`src/rtl/serial_pkg.sv`:
```
// Shared types and constants for the code-word serializer.
// Build option: define SERIALIZADOR_PARITY_EN to add an even-parity bit to every frame.
package serial_pkg;

   typedef enum logic [2:0] {IDLE, START, DATA, PAR, STOP} tx_state_t;

   localparam int unsigned WORD_W          = 4;
   localparam int unsigned FRAME_BITS_BASE = 6;

   // Even parity over one code word (XOR of all bits).
   function automatic logic even_parity(input logic [WORD_W-1:0] word);
      return ^word;
   endfunction

endpackage

```
`src/rtl/fifo_y.sv`:
```
// Synchronous show-ahead FIFO holding code words between the decoder and the serializer.
// A write while full is dropped even if a read happens on the same edge.
module fifo_y
   import serial_pkg::*;
#(
   parameter int unsigned DEPTH = 4
) (
   input  logic              clk,
   input  logic              rst,
   input  logic              wr_en,
   input  logic [WORD_W-1:0] wr_data,
   input  logic              rd_en,
   output logic [WORD_W-1:0] rd_data,
   output logic              full,
   output logic              empty
);

   localparam int unsigned PtrW = $clog2(DEPTH);
   localparam logic [PtrW:0] FullCnt = (PtrW + 1)'(DEPTH);

   logic [WORD_W-1:0] mem_q [DEPTH];
   logic [PtrW-1:0]   wr_ptr_q, wr_ptr_d;
   logic [PtrW-1:0]   rd_ptr_q, rd_ptr_d;
   logic [PtrW:0]     count_q, count_d;
   logic              do_wr, do_rd;

   // Status flags and qualified read/write strobes.
   always_comb begin
      full    = (count_q == FullCnt);
      empty   = (count_q == '0);
      do_wr   = wr_en & ~full;
      do_rd   = rd_en & ~empty;
      rd_data = mem_q[rd_ptr_q];
   end

   // Next-state for pointers and occupancy; pointers wrap at DEPTH.
   always_comb begin
      wr_ptr_d = wr_ptr_q;
      rd_ptr_d = rd_ptr_q;
      count_d  = count_q;
      if (do_wr) wr_ptr_d = wr_ptr_q + 1'b1;
      if (do_rd) rd_ptr_d = rd_ptr_q + 1'b1;
      case ({do_wr, do_rd})
         2'b10:   count_d = count_q + 1'b1;
         2'b01:   count_d = count_q - 1'b1;
         default: count_d = count_q;
      endcase
   end

   // Pointer and occupancy registers, cleared by reset.
   always_ff @(posedge clk) begin
      if (rst) begin
         wr_ptr_q <= '0;
         rd_ptr_q <= '0;
         count_q  <= '0;
      end else begin
         wr_ptr_q <= wr_ptr_d;
         rd_ptr_q <= rd_ptr_d;
         count_q  <= count_d;
      end
   end

   // Storage array; contents need no reset since occupancy gates reads.
   always_ff @(posedge clk) begin
      if (do_wr) mem_q[wr_ptr_q] <= wr_data;
   end

endmodule

```
`src/rtl/serializador_y.sv`:
```
// Buffers 4-bit code words and sends each as a UART-style frame:
// start(0), y3..y0 MSB first, optional even parity, stop(1); each bit lasts BIT_TICKS clocks.
// Build option: define SERIALIZADOR_PARITY_EN to insert the parity bit (7-bit frames).
module serializador_y
   import serial_pkg::*;
#(
   parameter int unsigned BIT_TICKS = 4,
   parameter int unsigned DEPTH     = 4
) (
   input  logic       clk,
   input  logic       rst,
   input  logic       y3,
   input  logic       y2,
   input  logic       y1,
   input  logic       y0,
   input  logic       in_valid,
   output logic       in_ready,
   output logic       tx_out,
   output logic       tx_busy,
   output logic [7:0] frame_cnt
);

   localparam int unsigned TickW = $clog2(BIT_TICKS + 1);
   localparam logic [TickW-1:0] TickLast = TickW'(BIT_TICKS - 1);

   tx_state_t         state_q, state_d;
   logic [TickW-1:0]  tick_q, tick_d;
   logic [1:0]        bit_idx_q, bit_idx_d;
   logic [WORD_W-1:0] shreg_q, shreg_d;
   logic [7:0]        frame_cnt_q, frame_cnt_d;
   logic              tx_out_q, tx_out_d;
   logic              tx_busy_q, tx_busy_d;

   logic              pop;
   logic              bit_end;
   logic              fifo_full, fifo_empty;
   logic [WORD_W-1:0] fifo_rd_data;
   logic [WORD_W-1:0] y_word;

   assign y_word   = {y3, y2, y1, y0};
   assign in_ready = ~fifo_full;

   fifo_y #(
      .DEPTH (DEPTH)
   ) u_fifo (
      .clk     (clk),
      .rst     (rst),
      .wr_en   (in_valid),
      .wr_data (y_word),
      .rd_en   (pop),
      .rd_data (fifo_rd_data),
      .full    (fifo_full),
      .empty   (fifo_empty)
   );

   // Frame sequencer: next state, bit timing, shift register load and frame counting.
   always_comb begin
      state_d     = state_q;
      tick_d      = tick_q;
      bit_idx_d   = bit_idx_q;
      shreg_d     = shreg_q;
      frame_cnt_d = frame_cnt_q;
      pop         = 1'b0;
      bit_end     = (tick_q == TickLast);

      case (state_q)
         IDLE: begin
            if (!fifo_empty) begin
               pop       = 1'b1;
               shreg_d   = fifo_rd_data;
               bit_idx_d = 2'd3;
               tick_d    = '0;
               state_d   = START;
            end
         end
         START: begin
            if (bit_end) begin
               tick_d  = '0;
               state_d = DATA;
            end else begin
               tick_d = tick_q + 1'b1;
            end
         end
         DATA: begin
            if (bit_end) begin
               tick_d = '0;
               if (bit_idx_q == 2'd0) begin
`ifdef SERIALIZADOR_PARITY_EN
                  state_d = PAR;
`else
                  state_d = STOP;
`endif
               end else begin
                  bit_idx_d = bit_idx_q - 2'd1;
               end
            end else begin
               tick_d = tick_q + 1'b1;
            end
         end
`ifdef SERIALIZADOR_PARITY_EN
         PAR: begin
            if (bit_end) begin
               tick_d  = '0;
               state_d = STOP;
            end else begin
               tick_d = tick_q + 1'b1;
            end
         end
`endif
         STOP: begin
            if (bit_end) begin
               tick_d      = '0;
               frame_cnt_d = frame_cnt_q + 8'd1;
               // Chain straight into the next frame when a word is waiting.
               if (!fifo_empty) begin
                  pop       = 1'b1;
                  shreg_d   = fifo_rd_data;
                  bit_idx_d = 2'd3;
                  state_d   = START;
               end else begin
                  state_d = IDLE;
               end
            end else begin
               tick_d = tick_q + 1'b1;
            end
         end
         default: state_d = IDLE;
      endcase
   end

   // Line level for the state being entered, so tx_out can be registered.
   always_comb begin
      tx_busy_d = (state_d != IDLE);
      case (state_d)
         START:   tx_out_d = 1'b0;
         DATA:    tx_out_d = shreg_d[bit_idx_d];
`ifdef SERIALIZADOR_PARITY_EN
         PAR:     tx_out_d = even_parity(shreg_d);
`endif
         default: tx_out_d = 1'b1;
      endcase
   end

   // State and output registers; reset aborts any frame and idles the line.
   always_ff @(posedge clk) begin
      if (rst) begin
         state_q     <= IDLE;
         tick_q      <= '0;
         bit_idx_q   <= '0;
         shreg_q     <= '0;
         frame_cnt_q <= '0;
         tx_out_q    <= 1'b1;
         tx_busy_q   <= 1'b0;
      end else begin
         state_q     <= state_d;
         tick_q      <= tick_d;
         bit_idx_q   <= bit_idx_d;
         shreg_q     <= shreg_d;
         frame_cnt_q <= frame_cnt_d;
         tx_out_q    <= tx_out_d;
         tx_busy_q   <= tx_busy_d;
      end
   end

   assign tx_out    = tx_out_q;
   assign tx_busy   = tx_busy_q;
   assign frame_cnt = frame_cnt_q;

endmodule

```
`config.mk`:
```
export PLATFORM = sky130hd
export DESIGN_NAME = serializador_y
export DESIGN_NICKNAME = d
export VERILOG_FILES = /design/src/rtl/serial_pkg.sv /design/src/rtl/fifo_y.sv /design/src/rtl/serializador_y.sv
export SDC_FILE = /design/constraint.sdc
export NUM_CORES = 1
export LEC_CHECK = 0
export BUFFER_PORTS_ARGS = -buffer_cell sky130_fd_sc_hd__buf_2
export CORE_UTILIZATION = 30
export CTS_BUF_LIST = sky130_fd_sc_hd__clkbuf_16
export DETAILED_ROUTE_END_ITERATION = 7
export MAX_ROUTING_LAYER = met4
export SETUP_SLACK_MARGIN = 0.2
export SLEW_MARGIN = 25
export SYNTH_ARGS = -nofsm -noshare
export SYNTH_HDL_FRONTEND = slang
export SYNTH_SLANG_ARGS = --single-unit
```
`constraint.sdc`:
```
create_clock -name clk -period 5.3 [get_ports clk]
set_input_delay 0.265 -clock clk [delete_from_list [all_inputs] [get_ports clk]]
set_output_delay 0.265 -clock clk [all_outputs]
set_load 0.01 [all_outputs]
```
# == After elaboration in Yosys (flattened, before gate mapping) ==
# Memories as Yosys holds them, arrays and structs flattened. A register that Yosys moved wholly into a read port is not among the register bits.
# Index checks and enable logic that the tools add are counted.
# word_totals
reg_bits,29
latchBits,0
ram_bits,16
romBits,0
in_bits,7
output_inout_bits,11
wordCells,71
n_memories,1
# classes
addsub,7
n_mul,0
div,0
magnitude_cmp,1
n_eq_ne,10
n_shift,0
mux,29
bitwise_logic,4
n_reduce_logical,9
# memory_table
memory,words,width,rd,rd_clocked_by_memory_dff,write_ports,line_no,text
u_fifo.mem_q,4,4,1,1,1,fifo_y.sv:21,logic [WORD_W-1:0] mem_q [DEPTH];
# ops
cell,count
$mux 3,7
$mux 2,6
$pmux 3 s2,2
$pmux 3 s4,1
$eq 3x2->1 const B,3
$add 8x1->8 const B,1
$mux 4,2
$pmux 4 s2,1
$add 3x1->3 const B,2
$eq 3x1->1 const B,2
$eq 3x3->1 const B,2
$logic_not 3->1,2
$mux 1,6
$pmux 2 s3,1
$add 2x1->2 const B,2
$pmux 1 s2,2
$reduce_and 2->1,2
$reduce_bool 2->1,2
$lt 2x3->1 const B,1
$reduce_bool 3->1,1
$reduce_or 3->1,1
$sub 3x1->3 const B,1
$and 1x1->1,2
$bmux 1 s2,1
other kinds (6),7

# == Logic depth before layout (Yosys ltp) ==
# logic_depth
word_depth,7
mapped_depth,11
depth_no_buf,10

# == Cells and area by module ==
# From an unflattened synthesis, not the netlist that was laid out.
# hier_totals
hier_cells,192
area_unflattened_um2,2089.5
# by_module_without_submodules
mod,n_inst,cells_each,area_each_um2,seq_area_each_um2
fifo_y,1,74,1056.0,660.6
serializador_y,1,118,1033.5,440.4

# == Worst setup path before layout ==
# Ideal clock, no wire load.
# synth_path
path_type,register -> register
startpoint,register tick_q[0]
endpoint,register u_fifo.count_q[2]
setup_time_ps,70
t_arrival_ps,2435
required_time_ps,5230
path_slack_ps,2794
path_stages_with_launch,12
n_path_buf,1
synth_period_minus_slack_ps,2506
cell_sequence,dfxtp_1 -> ha_1 -> nand2b_1 -> buf_4 -> a211o_2 -> inv_2 -> ha_1 -> inv_1 -> fa_1 -> xor2_1 -> or3_1 -> a21oi_1
# synth_via
elab_chain_len,6
elab_cells_between_ends,8
cone_classes,eq/ne (3); mux (3); bitwise (1); reduce/logical (1)
# synth_rtl
element,line_no,text
from (decl),serializador_y.sv:27,"logic [TickW-1:0] tick_q, tick_d;"
from (signal assigned),serializador_y.sv:156,tick_q <= tick_d;
$eq 3x2->1 (*),serializador_y.sv:64,bit_end = (tick_q == TickLast);
$mux 1 (*),serializador_y.sv:111,if (bit_end) begin
$pmux 1 s2 (*),serializador_y.sv:66,case (state_q)
$and 1x1->1 (*),fifo_y.sv:32,do_rd = rd_en & ~empty;
named net u_fifo.do_rd,fifo_y.sv:25,"logic do_wr, do_rd;"
$eq 2x1->1 / $eq 2x2->1 (equally long branches),fifo_y.sv:43,"case ({do_wr, do_rd})"
$pmux 3 s2 / $reduce_bool 2->1 (equally long branches),-,
to (signal assigned),fifo_y.sv:59,count_q <= count_d;
to (decl),fifo_y.sv:24,"logic [PtrW:0] count_q, count_d;"
# The timed path passes the listed nets; every way through them passes the cells marked *.
# A chain may end at the register's enable or synchronous reset.

# == Worst setup path in the final report ==
# Ends and elaborated chain as after synthesis.

==> results.sh <==
export IMPL_antenna_found_initial=0
export IMPL_cts_sinks=47
export IMPL_fin_setup_tns_ns=0
export IMPL_vias_per_cell=4.806
export IMPL_min_period_ns=2.796
export IMPL_grt_use_met1_pct=15.45
export IMPL_power_density_mw_per_mm2=487.3
export IMPL_dr_pass1_iters=4
export IMPL_syn_inst=196
export IMPL_clock_latency_ns=0.28
export IMPL_grt_use_total_pct=12.00
export IMPL_die_x_um=86.33
export IMPL_critPathCaptureType="flip-flop"
export IMPL_final_layout_size_suffix_gt1_share_pct=15.96
export IMPL_drt_iter0_drc=93
export IMPL_cts_resized_gates=0
export IMPL_finalHoldViolations=0
export IMPL_clockBufferDepth=2
export IMPL_portBuffers=17
export IMPL_hpwl_mm=2.666
export IMPL_max_slew_margin_rel_pct=56.64
export IMPL_postCtsHoldBufs=0
export IMPL_setup_viol=0
export IMPL_synth_seq_cells=47
export IMPL_fin_skew_ns=0.003914
export IMPL_core_mm2=0.006832
export IMPL_cts_made_buffers=5
export IMPL_critPathArrivalTime_ns=3.01
export IMPL_final_max_slew_violation_count=0
export IMPL_finalCritPeriodShare_pct=52.75
export IMPL_drt_total_wl_mm=3.902
export IMPL_synth_top_area_share_pct=29.09
export IMPL_ys_seq_area_share_pct=51.61
export IMPL_initial_core_util_pct=31.23
export IMPL_cp_max_fo=9
export IMPL_synthDominantAreaCellType="dfxtp_1"
export IMPL_pin_count=18
export IMPL_mostFrequentLayoutCell="dfxtp_1"
export IMPL_start_kind="flip-flop"
export IMPL_synthTopCellsByArea="dfxtp_1, edfxtp_1, mux4_2"
export IMPL_grt_overflow=0
export IMPL_grtUsageMet2_pct=18.25
export IMPL_drv_cap=0
export IMPL_min_path_type="in -> reg"
export IMPL_h_tree_depth=2
export IMPL_place_gp_congestion=0.7843
export IMPL_crit_required_ns=5.51
export IMPL_worst_slew_pin_slew_ns=0.6496
export IMPL_busiest_layer="met2"
export IMPL_clkTransAtPathRegs_ns=0.06
export IMPL_rsz0062_at_grt="false"
export IMPL_cts_tree="done"
export IMPL_fmaxAchievable_ghz=0.3577
export IMPL_avgSynthCellArea_um2=10.88
export IMPL_grtUsageMet3_pct=2.667
export IMPL_vias=1485
export IMPL_grt_max_degree=30
export IMPL_ir_drop_mv=0.2190
export IMPL_syn_to_final_growth_pct=15.60
export IMPL_grt_pass1_wl_mm=6.720
export IMPL_rows=30
export IMPL_diodes=0
export IMPL_drc=0
export IMPL_netlist_area_mm2=0.002133
export IMPL_nNetsFinal=227
export IMPL_power_leakage_nw=0.8935
export IMPL_synth_ff_type="dfxtp_1"
export IMPL_synth_cell_types=52
export IMPL_synth_edf_count=16
export IMPL_cts_root_buf="clkbuf_16"
export IMPL_async_reset_ff_share_pct=0
export IMPL_grt_pass1_vias=1385
export IMPL_post_drt_wl_per_cell_um=12.63
export IMPL_status="complete, no violations"
export IMPL_syn_nets=211
export IMPL_final_cell_mix="dfxtp_1, nor2_1, buf_2"
export IMPL_yosys_warnings=0
export IMPL_critPathKind="reg -> reg"
export IMPL_final_antenna_net_count=0
export IMPL_postCtsSetupBuffers=0
export IMPL_final_util_pct=36.10
export IMPL_dieArea_mm2=0.007452
export IMPL_dieHeight_um=86.33
-- report_power, final --
group,leakage [nW],total [mW],internal [mW],switching [mW]
clock network,0.0812,0.351,0.220,0.131
logic,0.412,0.338,0.163,0.175
registers,0.400,0.514,0.447,0.0669
-- cell usage after synthesis (all sizes together) (6+ instances only) --
| cell type | n |
|---|---|
| or3 | 6 |
| ha | 7 |
| edfxtp | 16 |
| o21ai | 6 |
| dfxtp | 31 |
| nor2 | 17 |
| a21oi | 10 |
| inv | 14 |
| nand2 | 11 |
-- area by class of cell --
type	instances	area, µm²
Fill cell	706	4365
Tap cell	96	120.1
Multi-Input combinational cell	127	943.4
Inverter	14	52.55
Clock inverter	3	38.79
Clock buffer	5	125.1
Timing Repair Buffer	17	85.08
Sequential cell	47	1101
-- final timing paths --
path | startpoint | to | slack [ns] | depth (start not counted)
max reg2reg | tick_q[0]$_SDFFE_PP0P_ | u_fifo.count_q[2]$_SDFFE_PP0P_ | 2.50 | 10
min | y0 | u_fifo.mem_q[0][0]$_DFFE_PP_ | 0.20 | 1
min reg2reg | frame_cnt[7]$_SDFFE_PP0P_ | frame_cnt[7]$_SDFFE_PP0P_ | 0.49 | 2
max | tick_q[0]$_SDFFE_PP0P_ | u_fifo.count_q[2]$_SDFFE_PP0P_ | 2.50 | 10
-- metal layers --
metal / vias up / routed length, µm
li1: 748 / -
met1: 704 / 1941
met2: 27 / 1764
met3: 6 / 130
met4: 0 / 66
met5: - / 0
-- sequential cells by signal (all words and copies together) (netlist names), 3 cells and up, named ones only --
name            count
frame_cnt           8
tick_q              3
state_q             3
u_fifo.mem_q       16
u_fifo.count_q      3
shreg_q             4
-- through the flow --
stage | power (mW) | instance area, µm² | worst slack, ns | hold slack, ns | instances
finish | 1.202 | 2466 | 2.504 | 0.2013 | 309
global route | 1.274 | 2466 | 2.358 | 0.2045 | 309
CTS | 1.216 | 2466 | 2.494 | 0.1938 | 309
detailed placement | 0.8602 | 2302 | 2.519 | 0.4778 | 301
global placement | 0.8554 | 2302 | 2.638 | 0.4688 | 301
floorplan | 0.7782 | 2133 | 2.794 | 0.3639 | 196
-- worst max-delay path: stages (launching register included) --
cell and delay, ns:
dfxtp_1 0.34, ha_1 0.27, nand2b_1 0.24, a211o_2 0.44
inv_2 0.18, ha_1 0.22, inv_1 0.06, fa_1 0.37
xor2_1 0.15, or3_1 0.30, a21oi_1 0.14
-- cells by family (layout without fill, tap and decap cells) --
| family | Yosys count | after routing | share of synthesized area [%] |
|---|---|---|---|
| muxes | 10 | 10 | 7.156 |
| xor gates and xnor gates | 7 | 7 | 2.874 |
| buffers and inverters | 22 | 39 | 4.164 |
| DFF | 47 | 47 | 51.61 |
| and+or+nand+nor | 65 | 65 | 17.24 |
| AOI/OAI and AO/OA | 37 | 37 | 11.91 |
| adders and majority gates | 8 | 8 | 5.044 |
No activity file was read; power rests on OpenSTA's default activity.
